==> src/rtl/noise_pkg.sv <==
// rtl/noise_pkg.sv - shared types and saturating add for the noise injector
// Contents: DATA_W_DEFAULT (default sample width), state_t {FILL, RUN},
// sat_add (signed add clamped to a w-bit two's complement range, w <= 30).
package noise_pkg;

  localparam int DATA_W_DEFAULT = 16;

  typedef enum logic {
    FILL = 1'b0,
    RUN  = 1'b1
  } state_t;

  // Operands arrive sign-extended to 32 bits, so the 32-bit sum cannot wrap
  // for any w up to 30; the clamp then folds it back into w bits.
  function automatic logic signed [31:0] sat_add(input logic signed [31:0] a,
                                                 input logic signed [31:0] b,
                                                 input int w);
    logic signed [31:0] s;
    logic signed [31:0] hi;
    logic signed [31:0] lo;
    s  = a + b;
    hi = (32'sd1 <<< (w - 1)) - 32'sd1;
    lo = -(32'sd1 <<< (w - 1));
    if (s > hi) return hi;
    if (s < lo) return lo;
    return s;
  endfunction

endpackage

==> src/rtl/noise_fifo.sv <==
// rtl/noise_fifo.sv - synchronous FIFO buffering generator noise samples
// Ports: clk, rst (sync, active high); push/push_data write side; pop/head
// read side (head is the stored oldest entry, no fall-through); count, full,
// empty status from registered state. A push while full is taken only if a
// pop happens in the same cycle; a pop while empty is ignored.
module noise_fifo #(
  parameter int W     = 16,
  parameter int DEPTH = 8
) (
  input  logic                       clk,
  input  logic                       rst,
  input  logic                       push,
  input  logic [W-1:0]               push_data,
  input  logic                       pop,
  output logic [W-1:0]               head,
  output logic [$clog2(DEPTH):0]     count,
  output logic                       full,
  output logic                       empty
);

  localparam int AW = $clog2(DEPTH);
  localparam int CW = AW + 1;

  logic [W-1:0]  mem [DEPTH];
  logic [AW-1:0] rd_ptr;
  logic [AW-1:0] wr_ptr;
  logic          do_push;
  logic          do_pop;

  assign full    = (count == CW'(DEPTH));
  assign empty   = (count == '0);
  assign do_pop  = pop && !empty;
  assign do_push = push && (!full || do_pop);
  assign head    = mem[rd_ptr];

  // Storage has no reset so it can map onto plain RAM/flops without a reset net.
  always_ff @(posedge clk) begin
    if (do_push) mem[wr_ptr] <= push_data;
  end

  // Pointers wrap naturally because DEPTH is a power of two.
  always_ff @(posedge clk) begin
    if (rst) begin
      rd_ptr <= '0;
      wr_ptr <= '0;
      count  <= '0;
    end else begin
      if (do_push) wr_ptr <= wr_ptr + AW'(1);
      if (do_pop)  rd_ptr <= rd_ptr + AW'(1);
      case ({do_push, do_pop})
        2'b10:   count <= count + CW'(1);
        2'b01:   count <= count - CW'(1);
        default: count <= count;
      endcase
    end
  end

endmodule

==> src/rtl/noise_injector.sv <==
// rtl/noise_injector.sv - adds scaled, saturated Gaussian noise to a data stream
// Optional feature macro: NOISE_INJ_BYPASS_EN (adds input bypass).
// Ports: clk, rst (sync, active high); noise_in/noise_valid from the generator,
// noise_req back to it (high while the FIFO has room); in_data/in_valid/
// in_ready input stream; out_data/out_valid/out_ready output stream;
// noise_ovf sticky flag for a sample dropped on a full FIFO.
module noise_injector
  import noise_pkg::*;
#(
  parameter int DATA_W      = DATA_W_DEFAULT,
  parameter int FIFO_DEPTH  = 8,
  parameter int PRIME_LVL   = 4,
  parameter int NOISE_SHIFT = 4
) (
  input  logic              clk,
  input  logic              rst,
  input  logic [DATA_W-1:0] noise_in,
  input  logic              noise_valid,
  output logic              noise_req,
  input  logic [DATA_W-1:0] in_data,
  input  logic              in_valid,
  output logic              in_ready,
  output logic [DATA_W-1:0] out_data,
  output logic              out_valid,
  input  logic              out_ready,
  output logic              noise_ovf
`ifdef NOISE_INJ_BYPASS_EN
  ,
  input  logic              bypass
`endif
);

  localparam int CW = $clog2(FIFO_DEPTH) + 1;

  state_t             state;
  logic [DATA_W-1:0]  head;
  logic [CW-1:0]      count;
  logic               full;
  logic               empty;
  logic               out_free;
  logic               accept;
  logic               pop;
  logic               drop;
  logic signed [31:0] data_ext;
  logic signed [31:0] noise_ext;
  logic signed [31:0] sum_sat;
  logic [DATA_W-1:0]  noisy;
  logic [DATA_W-1:0]  result;
  logic               sat_unused;

  noise_fifo #(
    .W     (DATA_W),
    .DEPTH (FIFO_DEPTH)
  ) u_fifo (
    .clk       (clk),
    .rst       (rst),
    .push      (noise_valid),
    .push_data (noise_in),
    .pop       (pop),
    .head      (head),
    .count     (count),
    .full      (full),
    .empty     (empty)
  );

  assign noise_req = !full;
  assign out_free  = !out_valid || out_ready;
  assign accept    = in_valid && in_ready;
  // A full FIFO still takes a sample when the same cycle frees an entry.
  assign drop      = noise_valid && full && !pop;

  assign data_ext  = 32'($signed(in_data));
  assign noise_ext = 32'($signed(head) >>> NOISE_SHIFT);
  assign sum_sat   = sat_add(data_ext, noise_ext, DATA_W);
  assign noisy     = sum_sat[DATA_W-1:0];
  // Upper bits are pure sign copies after the clamp.
  assign sat_unused = ^sum_sat[31:DATA_W];

`ifdef NOISE_INJ_BYPASS_EN
  assign in_ready = (state == RUN) && out_free && (bypass || !empty);
  assign pop      = accept && !bypass;
  assign result   = bypass ? in_data : noisy;
`else
  assign in_ready = (state == RUN) && out_free && !empty;
  assign pop      = accept;
  assign result   = noisy;
`endif

  // FILL is left once, on registered occupancy; an empty FIFO later only stalls.
  always_ff @(posedge clk) begin
    if (rst) begin
      state     <= FILL;
      out_data  <= '0;
      out_valid <= 1'b0;
      noise_ovf <= 1'b0;
    end else begin
      case (state)
        FILL:    if (count >= CW'(PRIME_LVL)) state <= RUN;
        RUN:     state <= RUN;
        default: state <= FILL;
      endcase

      if (accept) begin
        out_data  <= result;
        out_valid <= 1'b1;
      end else if (out_ready) begin
        out_valid <= 1'b0;
      end

      if (drop) noise_ovf <= 1'b1;
    end
  end

endmodule

==> config.mk <==
export PLATFORM = sky130hd
export DESIGN_NAME = noise_injector
export DESIGN_NICKNAME = d
export VERILOG_FILES = /design/src/rtl/noise_pkg.sv /design/src/rtl/noise_fifo.sv /design/src/rtl/noise_injector.sv
export SDC_FILE = /design/constraint.sdc
export NUM_CORES = 1
export LEC_CHECK = 0
export BUFFER_PORTS_ARGS = -buffer_cell sky130_fd_sc_hd__buf_2
export CAP_MARGIN = 10
export CORE_AREA = 10 10 133 135
export DETAILED_ROUTE_END_ITERATION = 6
export DIE_AREA = 0 0 143 145
export PLACE_DENSITY = 0.67
export SLEW_MARGIN = 20
export SYNTH_ARGS = -nofsm -noshare
export SYNTH_HDL_FRONTEND = slang
export SYNTH_HIERARCHICAL = 1
export SYNTH_SLANG_ARGS = --single-unit
==> constraint.sdc <==
create_clock -name clk -period 6.4 [get_ports clk]
set_input_delay 1.92 -clock clk [delete_from_list [all_inputs] [get_ports clk]]
set_output_delay 1.92 -clock clk [all_outputs]
set_load 0.005 [all_outputs]
==> results of run 1 <==
## report_power, final
group,switching (uW),total (uW),internal (uW)
Sequential,11.1,926,915
Clock,363,980,617
Combinational,160,279,119
## registers in the layout, summed over array words and instances (netlist names), named ones only
signal,cells
state,1
u_fifo/mem,96
u_fifo/rd_ptr,3
noise_ovf,1
u_fifo/count,4
u_fifo/wr_ptr,3
out_data,16
out_valid,1
## metrics by stage
stage | instance area, um^2 | instances | hold WS, ns
finish | 7130 | 682 | 0.478
global route | 7130 | 682 | 0.516
CTS | 7130 | 682 | 0.482
detailed placement | 6520 | 651 | 0.468
global placement | 6520 | 651 | 0.443
floorplan | 6130 | 427 | 0.434
## metal layers
metal	up-vias	track usage, %	share of wire [%]
met3	15	4.27	6.8
li1	1754	-	-
met5	-	0	0.27
met2	103	19.9	48
met4	4	3.56	0.62
met1	1803	15.6	44
## cell usage in the layout (no fill, tap or decap), types with 8 or more instances in the layout
cell,count
mux2_2,12
a211oi_2,10
nand2_1,13
dfxtp_1,31
nor3_1,8
edfxtp_1,96
buf_4,10
o21ai_0,8
nor2_1,40
clkbuf_16,17
xor2_1,11
maj3_2,12
ha_1,20
inv_1,14
buf_2,52
xnor2_1,8
a21oi_1,17
mux4_2,19
## final cells by class
cell class | instances | area, um^2 | area share (%)
clock buffers | 17 | 425 | 5.97
flip-flops and latches | 128 | 3520 | 49.5
clock inverters | 14 | 180 | 2.53
multi-input cells | 259 | 2370 | 33.3
inverters | 14 | 52.6 | 0.737
well taps | 188 | 235 | 3.30
repair buffers | 62 | 335 | 4.71
## tightest hold or removal path, stage by stage (launching register included)
cell and delay [ns]:
dfxtp_1 0.33, a31oi_1 0.04, nor2_1 0.07
## how the worst max path moves through the flow
stage / to / slack (ns) / depth (start not counted)
final: in_ready / 2.03 / 4
after global routing: in_ready / 1.89 / 4
after CTS: in_ready / 2.02 / 4
after detailed placement: out_data[0] / 1.96 / 9
after global placement: out_data[2] / 1.99 / 9
after floorplan: u_fifo/mem[0][10] / 1.29 / 9
==> qor.tcl, run 1 <==
set qor(run_status) {finished, final reports clean}
set qor(start_kind) {primary input}
set qor(power.total_uw) 2190
set qor(finish.net_count) 541
set qor(hold_end) {noise_ovf}
set qor(layout.filler_cells) 1322
set qor(crit_required_ns) 4.48
set qor(initial_core_util_pct) 40.8
set qor(worst_skew_pair.late_latency_ns) 0.41
set qor(post_synth_instance_area_um2) 6130
set qor(postCtsSetupRepairBufs) 0
set qor(vias) 3679
set qor(worstMarginPinSlew_ns) 0.750
set qor(reg2regPathDepth) 11
set qor(syn_to_final_growth_pct) 16.2
set qor(worst_path_dominant_cell_family) {simple AND/OR/NAND/NOR gates}
set qor(worst_clock_skew_ns) 0.00952
set qor(power_per_cell_area_nw_per_um2) 307
set qor(post-place-ws_ns) 1.96
set qor(clkTransAtPathRegs_ns) 0.06
set qor(hold_class) {flip-flop to flip-flop}
set qor(standard_cell_with_the_maximum_stage_delay_on_the_critical_path) {nor3b_1}
set qor(rows) 45
set qor(first_pass_iteration_count_of_the_detailed_router) 5
set qor(top_level_ports) 57
set qor(worstPathBufferInverterCount) 2
set qor(place.port_buffers) 52
set qor(finalMaxSlewViolations) 0
set qor(place.detailed.hpwl_um) 8330
set qor(synth_fp_nets) 486
set qor(cp_common_cell) {buf_2}
set qor(peakVddDrop_v) 0.000225
set qor(drv.max_cap_violation_count) 0
set qor(die_height_um) 145
set qor(reg2reg_setup_slack_ns) 2.33
set qor(overflow) 0
set qor(grt_pass1_wl_um) 20400
set qor(aggregate_global_route_resource_usage_pct) 12.5
set qor(antenna_cells) 0
set qor(power.leakage_uw) 0.00254
set qor(post_route_cells_drive_above_1_share_pct) 32.2
set qor(timing_worst_setup_path_type) {primary input to output port}
set qor(drt-initial-drc-count) 382
set qor(postLayoutSetupSlackWorst_ns) 2.03
set qor(postLayoutCoreUtil_pct) 47.4
set qor(via_count_of_the_first_global_routing_pass) 3842
set qor(min_from) {noise_ovf}
set qor(core_area_um2) 15000
set qor(final_hold_viol_count) 0
set qor(tritoncts) {done}
set qor(routed_via_density) 5.39
set qor(timing.critical_path.cells) {buf_2, nor2b_1, nor3b_1, buf_2}
set qor(maxClockFrequency_mhz) 229
set qor(ys_warn_count) 6
set qor(globalplace.congestion) 0.857
set qor(reg2reg_to) {out_data[0]}
set qor(worst_ep_arrival_time_ns) 2.45
set qor(totalNegativeSetupSlack_ns) 0
set qor(whs_path_depth) 2
set qor(critical_path.startpoint) {out_ready}
set qor(route.detailed.drc) 0
set qor(cpPeakStageDelay_ns) 0.24
set qor(post_synth_inst_count) 427
set qor(floorplan.die.width_um) 143
set qor(antenna_found_initial) 3
set qor(clock-root-buffer) {clkbuf_16}
set qor(avgSynthCellArea_um2) 14.4
set qor(cts-htree-levels) 4
set qor(cts.repair.resized) 0
set qor(final_min_period_over_clock_period_pct) 68.2
set qor(clockBufferDepth) 2
set qor(routed_wl_um) 12600
set qor(hold_bufs_inserted_after_cts) 0
set qor(rsz_0062_raised_after_global_routing) {false}
set qor(worstSetupEndpointType) {output port}
set qor(setup_violations) 0
set qor(routedWlPerCell_um) 18.4
set qor(postRouteAntennaNets) 0
set qor(worst-path-max-fanout) 2
set qor(worst_slew_margin_rel_pct) 49.7
set qor(tritoncts_buffer_count) 17
set qor(grt_start_max_net_pins) 39
set qor(finalWorstPathRequiredPeriod_ns) 4.37
set qor(clock-sinks) 128
set qor(floorplan.die_area_um2) 20700
Note: power is estimated with default switching activity, not from simulation.
==> inputs of run 2 (changes only) <==
--- a/config.mk
+++ b/config.mk
@@ -5,6 +5,7 @@
 export SDC_FILE = /design/constraint.sdc
 export NUM_CORES = 1
 export LEC_CHECK = 0
+export ABC_AREA = 1
 export BUFFER_PORTS_ARGS = -buffer_cell sky130_fd_sc_hd__buf_2
 export CAP_MARGIN = 10
 export CORE_AREA = 10 10 133 135
==> constraint.sdc (replaced) <==
create_clock -name clk -period 4.16 [get_ports clk]
set_input_delay 1.248 -clock clk [delete_from_list [all_inputs] [get_ports clk]]
set_output_delay 1.248 -clock clk [all_outputs]
set_load 0.005 [all_outputs]
==> run 2 against run 1 <==
Against the previous run:
- combinational power is 67% higher
- worst setup slack worse by 1.3 ns
- hold slack worse by 0.016 ns
- die area stayed put
- largest cell class unchanged
- critical path depth is 12 higher
- flip-flop and latch count stayed put
- global-route usage is 1.2 points higher
- power is 47% higher
- count of clock-buffer cells in the layout stayed put
- clock skew hardly changed
- via count is 21% higher
==> qor.tcl, run 2 <==
set qor(run_status) {finished, final reports clean}
set qor(worstMarginPinSlew_ns) 0.597
set qor(clockBufferDepth) 2
set qor(setup_violations) 0
set qor(finish.net_count) 715
set qor(drt-initial-drc-count) 315
set qor(postCtsSetupRepairBufs) 0
set qor(maxClockFrequency_mhz) 288
set qor(clock-root-buffer) {clkbuf_16}
set qor(finalNonFillerCells) 857
set qor(grt_pass1_wl_um) 22200
set qor(post_synth_instance_area_um2) 6140
set qor(internal_power_uw) 2340
set qor(first_pass_iteration_count_of_the_detailed_router) 5
set qor(start_kind) {flip-flop}
set qor(total_switching_power_uw) 885
set qor(cts-htree-levels) 4
set qor(most_used_cells_in_the_layout_excluding_fill_and_tap_cells) {nand2_1 (120), edfxtp_1 (96), nor2_1 (56), buf_2 (52), inv_1 (46)}
set qor(reg2reg_setup_slack_ns) 0.68
set qor(final_common_cell) {nand2_1}
set qor(gr-usage-met2_pct) 22.5
set qor(overflow) 0
set qor(syn_to_final_growth_pct) 15.4
set qor(whs_path_depth) 2
set qor(postLayoutCoreUtil_pct) 47.2
set qor(floorplan.die_area_um2) 20700
set qor(placed_cells) 825
set qor(hold_bufs_inserted_after_cts) 0
set qor(avgSynthCellArea_um2) 10.3
set qor(clock-sinks) 128
set qor(top_level_ports) 57
set qor(antenna_cells) 0
set qor(ys_warn_count) 6
set qor(worst_slew_margin_rel_pct) 60.1
set qor(synth_fp_nets) 656
set qor(tritoncts_buffer_count) 17
set qor(die_height_um) 145
set qor(min_from) {out_data[1]}
set qor(reg2reg_to) {out_data[12]}
set qor(p_sw_share_pct) 27.5
set qor(grt_use_met1_pct) 15.8
set qor(worst_skew_pair.late_latency_ns) 0.42
set qor(globalRoute.busiestLayer) {met2}
set qor(finalWorstPathRequiredPeriod_ns) 3.48
set qor(layout.filler_cells) 1385
set qor(aggregate_global_route_resource_usage_pct) 13.7
set qor(worst_ep_arrival_time_ns) 3.76
set qor(place.port_buffers) 52
set qor(globalRouteMet3Util_pct) 5.22
set qor(postRouteAntennaNets) 0
set qor(routedWlPerCell_um) 16.5
set qor(cts.repair.resized) 0
set qor(largest_registers_in_the_final_layout) {u_fifo/mem x96, out_data x16, u_fifo/count x4}
set qor(timing_worst_setup_path_type) {flip-flop to flip-flop}
set qor(hold_end) {out_data[1]}
set qor(power.leakage_uw) 0.00285
set qor(largest_reg_flops) 96
set qor(vias) 4461
set qor(rows) 45
set qor(tritoncts) {done}
set qor(crit_required_ns) 4.44
set qor(rsz_0062_raised_after_global_routing) {false}
set qor(routed_via_density) 5.21
set qor(power.total_uw) 3220
set qor(power_frac_comb_pct) 14.5
set qor(worstSetupEndpointType) {flip-flop}
set qor(final_min_period_over_clock_period_pct) 83.5
set qor(place.detailed.hpwl_um) 9880
set qor(largest-register) {u_fifo/mem}
set qor(hold_class) {flip-flop to flip-flop}
set qor(via_count_of_the_first_global_routing_pass) 4453
set qor(initial_core_util_pct) 40.8
set qor(totalNegativeSetupSlack_ns) 0
set qor(grt_start_max_net_pins) 29
set qor(power_per_cell_area_nw_per_um2) 455
set qor(final_hold_viol_count) 0
set qor(globalplace.congestion) 0.882
set qor(antenna_found_initial) 4
set qor(floorplan.die.width_um) 143
set qor(finalMaxSlewViolations) 0
set qor(route.detailed.drc) 0
set qor(routed_wl_um) 14200
set qor(worst-path-max-fanout) 28
set qor(core_area_um2) 15000
set qor(power_frac_clock_pct) 41.0
set qor(drv.max_cap_violation_count) 0
set qor(peakVddDrop_v) 0.000309
set qor(share_seq_of_total_power_pct) 44.5
set qor(reg2regPathDepth) 16
set qor(post_route_cells_drive_above_1_share_pct) 19.4
set qor(worst_clock_skew_ns) 0.00935
set qor(clkTransAtPathRegs_ns) 0.06
set qor(post_synth_inst_count) 597
## run 2: worst max-delay path by stage
stage	cells after the start	slack (ns)	endpoint	from
3_5_place_dp	12	0.60	u_fifo/mem[0][7]	out_ready
4_1_cts	16	0.68	out_data[11]	flip-flop
6_report	16	0.68	out_data[12]	flip-flop
2_1_floorplan	11	0.74	u_fifo/mem[0][10]	out_ready
5_1_grt	15	0.33	out_data[11]	flip-flop
3_3_place_gp	14	0.64	u_fifo/count[3]	out_ready
## run 2: power groups by stage
stage | clock [uW] | combinational, uW | sequential, uW
floorplan | 0 | 343 | 1460
global placement | 0 | 456 | 1460
detailed placement | 0 | 467 | 1460
CTS | 1350 | 469 | 1430
global route | 1420 | 528 | 1440
finish | 1320 | 467 | 1430
## run 2: worst max-delay path, cell delays in order (launching register included)
cell and delay, ns:
dfxtp_1 0.69, buf_4 0.39, o21ai_0 0.15, o22ai_1 0.17, nand2_1 0.07, nand2_1 0.08
ha_1 0.28, nand2_1 0.09, nand2_1 0.08, nand2_1 0.09, nand2_1 0.06, a21oi_1 0.30
nand2_2 0.09, nand2_1 0.08, nand2_2 0.08, a21oi_4 0.46, a21oi_1 0.15
## run 2: layout make-up
cell class	instances	area, um^2	share of cell area (%)
Multi-Input combinational cell	397	2260	31.9
Inverter	48	180	2.54
Timing Repair Buffer	64	350	4.94
Clock inverter	15	110	1.55
Sequential cell	128	3520	49.7
Clock buffer	17	425	6.00
Tap cell	188	235	3.32
## run 2: layer usage
layer	vias to the layer above	wire [um]	part of all wire, %
met5	-	52	0.37
li1	2189	-	-
met1	2109	5780	41
met3	27	1110	7.8
met2	130	7000	49
met4	6	221	1.6
## run 2: stage by stage
step	instance area [um^2]	setup WS, ns	hold WS, ns
after floorplan	6140	0.742	0.431
after global placement	6550	0.641	0.447
after detailed placement	6550	0.603	0.455
after CTS	7090	0.679	0.464
after global routing	7090	0.332	0.492
final	7090	0.684	0.462
==> inputs of run 3 (changes only) <==
==> constraint.sdc (replaced) <==
create_clock -name clk -period 3.6 [get_ports clk]
set_input_delay 1.08 -clock clk [delete_from_list [all_inputs] [get_ports clk]]
set_output_delay 1.08 -clock clk [all_outputs]
set_load 0.005 [all_outputs]
==> run 3 against run 2 <==
Against the previous run:
- cell count increased by 0.70%
- count of clock-buffer cells in the layout increased by 2
- first-iteration DRC count decreased by 13%
- flip-flop and latch count unchanged
- clock power increased by 22%
- non-clock buffer count increased by 6
- global-route usage increased by 0.36 points
- highest routed layer unchanged
==> qor.tcl, run 3 (synthesis gave the netlist of run 2 again) <==
set qor(tritoncts) {done}
set qor(worst_ep_arrival_time_ns) 3.45
set qor(power_per_cell_area_nw_per_um2) 530
set qor(rsz_0062_raised_after_global_routing) {false}
set qor(worst-path-max-fanout) 19
set qor(setup_violations) 0
set qor(clock-sinks) 128
set qor(worst_skew_pair.late_latency_ns) 0.41
set qor(whs_ns) 0.457
set qor(drt-initial-drc-count) 275
set qor(power.leakage_uw) 0.00290
set qor(internal_power_uw) 2830
set qor(top_level_ports) 57
set qor(clkTransAtPathRegs_ns) 0.05
set qor(first_pass_iteration_count_of_the_detailed_router) 5
set qor(routed_via_density) 5.13
set qor(grt_pass1_wl_um) 22800
set qor(aggregate_global_route_resource_usage_pct) 14.0
set qor(rows) 45
set qor(hold_bufs_inserted_after_cts) 0
set qor(power_frac_clock_pct) 42.2
set qor(crit_required_ns) 3.90
set qor(route.detailed.drc) 0
set qor(total_switching_power_uw) 977
set qor(worstSetupEndpointType) {flip-flop}
set qor(largest-register) {u_fifo/mem}
set qor(finish.net_count) 721
set qor(initial_core_util_pct) 40.8
set qor(run_status) {finished, final reports clean}
set qor(syn_to_final_growth_pct) 16.9
set qor(cts.repair.resized) 0
set qor(hold_class) {flip-flop to flip-flop}
set qor(worst_slew_margin_rel_pct) 73.6
set qor(post_route_cells_drive_above_1_share_pct) 19.4
set qor(worst_clock_skew_ns) 0.00830
set qor(die_height_um) 145
set qor(overflow) 0
set qor(timing_worst_setup_path_type) {flip-flop to flip-flop}
set qor(final_common_cell) {nand2_1}
set qor(start_kind) {flip-flop}
set qor(routed_wl_um) 14100
set qor(final_min_period_over_clock_period_pct) 87.6
set qor(postCtsSetupRepairBufs) 0
set qor(totalNegativeSetupSlack_ns) 0
set qor(clockBufferDepth) 2
set qor(routedWlPerCell_um) 16.4
set qor(largest_reg_flops) 96
set qor(core_area_um2) 15000
set qor(grt_start_max_net_pins) 49
set qor(place.detailed.hpwl_um) 9840
set qor(power_frac_comb_pct) 14.3
set qor(worstMarginPinSlew_ns) 0.396
set qor(most_used_cells_in_the_layout_excluding_fill_and_tap_cells) {nand2_1 (120), edfxtp_1 (96), nor2_1 (56), buf_2 (52), inv_1 (46)}
set qor(floorplan.die.width_um) 143
set qor(cts-htree-levels) 4
set qor(drv.max_cap_violation_count) 0
set qor(largest_registers_in_the_final_layout) {u_fifo/mem x96, out_data x16, u_fifo/count x4}
set qor(peakVddDrop_v) 0.000332
set qor(finalMaxSlewViolations) 0
set qor(place.port_buffers) 52
set qor(floorplan.die_area_um2) 20700
set qor(via_count_of_the_first_global_routing_pass) 4412
set qor(maxClockFrequency_mhz) 317
set qor(tritoncts_buffer_count) 17
set qor(postRouteAntennaNets) 0
set qor(final_hold_viol_count) 0
set qor(vias) 4425
set qor(p_sw_share_pct) 25.7
set qor(clock-root-buffer) {clkbuf_16}
set qor(antenna_found_initial) 4
set qor(globalplace.congestion) 0.914
set qor(share_seq_of_total_power_pct) 43.5
set qor(finalWorstPathRequiredPeriod_ns) 3.16
## run 3: cell types whose count changed in the layout (fill, tap and decap cells not counted), moves of 2 or more
cell / previous run / this run
clkbuf_1: 0 / 2
buf_12: 0 / 2
clkinv_4: 3 / 1
buf_4: 12 / 16
inv_6: 4 / 1
bufinv_16: 0 / 2
clkinvlp_4: 4 / 2
clkinv_1: 1 / 3
## run 3: critical path, stage by stage, from the launching register on
cell and delay [ns]:
dfxtp_4 0.51, inv_2 0.24, nor2_1 0.14, o22ai_1 0.10, nand2_1 0.07, nand2_1 0.21, ha_1 0.47, a21oi_1 0.23
nand2_1 0.07, a21oi_1 0.29, nand2_2 0.10, nand2_1 0.08, nand2_2 0.08, a21oi_4 0.20, buf_12 0.17, a21oi_1 0.07
## run 3: worst paths after layout
| check | from | to | cells after the start | slack (ns) |
|---|---|---|---|---|
| max | flip-flop | out_data[11] | 15 | 0.44 |
| min | state | state | 2 | 0.46 |
| max reg2reg | flip-flop | out_data[11] | 15 | 0.44 |
| min reg2reg | state | state | 2 | 0.46 |
## run 3: per-stage QoR
stage	power (uW)	util, %	std cells	setup WS (ns)	cell area (um^2)
finish	3810	47.8	863	0.445	7180
global route	4000	47.7	862	0.179	7180
detailed placement	2240	44.1	831	0.289	6620
floorplan	2080	-	597	0.350	6140
global placement	2220	44.1	831	0.369	6620
CTS	3850	47.7	862	0.267	7180
## run 3: layer usage
| layer | part of all wire (%) | wire length [um] | GRT usage [%] | vias up |
|---|---|---|---|---|
| met4 | 2.0 | 281 | 5.62 | 6 |
| met2 | 48 | 6780 | 22.6 | 118 |
| met3 | 6.5 | 919 | 4.86 | 27 |
| met5 | 0.19 | 27 | 0 | - |
| li1 | - | - | - | 2198 |
| met1 | 43 | 6120 | 16.7 | 2076 |
## run 3: cell type report
| cell class | count | area [um^2] |
|---|---|---|
| diodes | 1 | 2.50 |
| clock buffers | 19 | 433 |
| clock inverters | 12 | 119 |
| fillers | 1374 | 7850 |
| inverters | 48 | 180 |
| multi-input cells | 397 | 2260 |
| flip-flops and latches | 128 | 3530 |
| well taps | 188 | 235 |
| repair buffers | 70 | 420 |
## run 3: power by group through the flow
stage / clock network (uW) / logic (uW) / registers, uW
after floorplan: 0 / 397 / 1680
after global placement: 0 / 535 / 1690
after detailed placement: 0 / 548 / 1690
after CTS: 1640 / 551 / 1660
after global routing: 1710 / 623 / 1660
final: 1610 / 546 / 1660
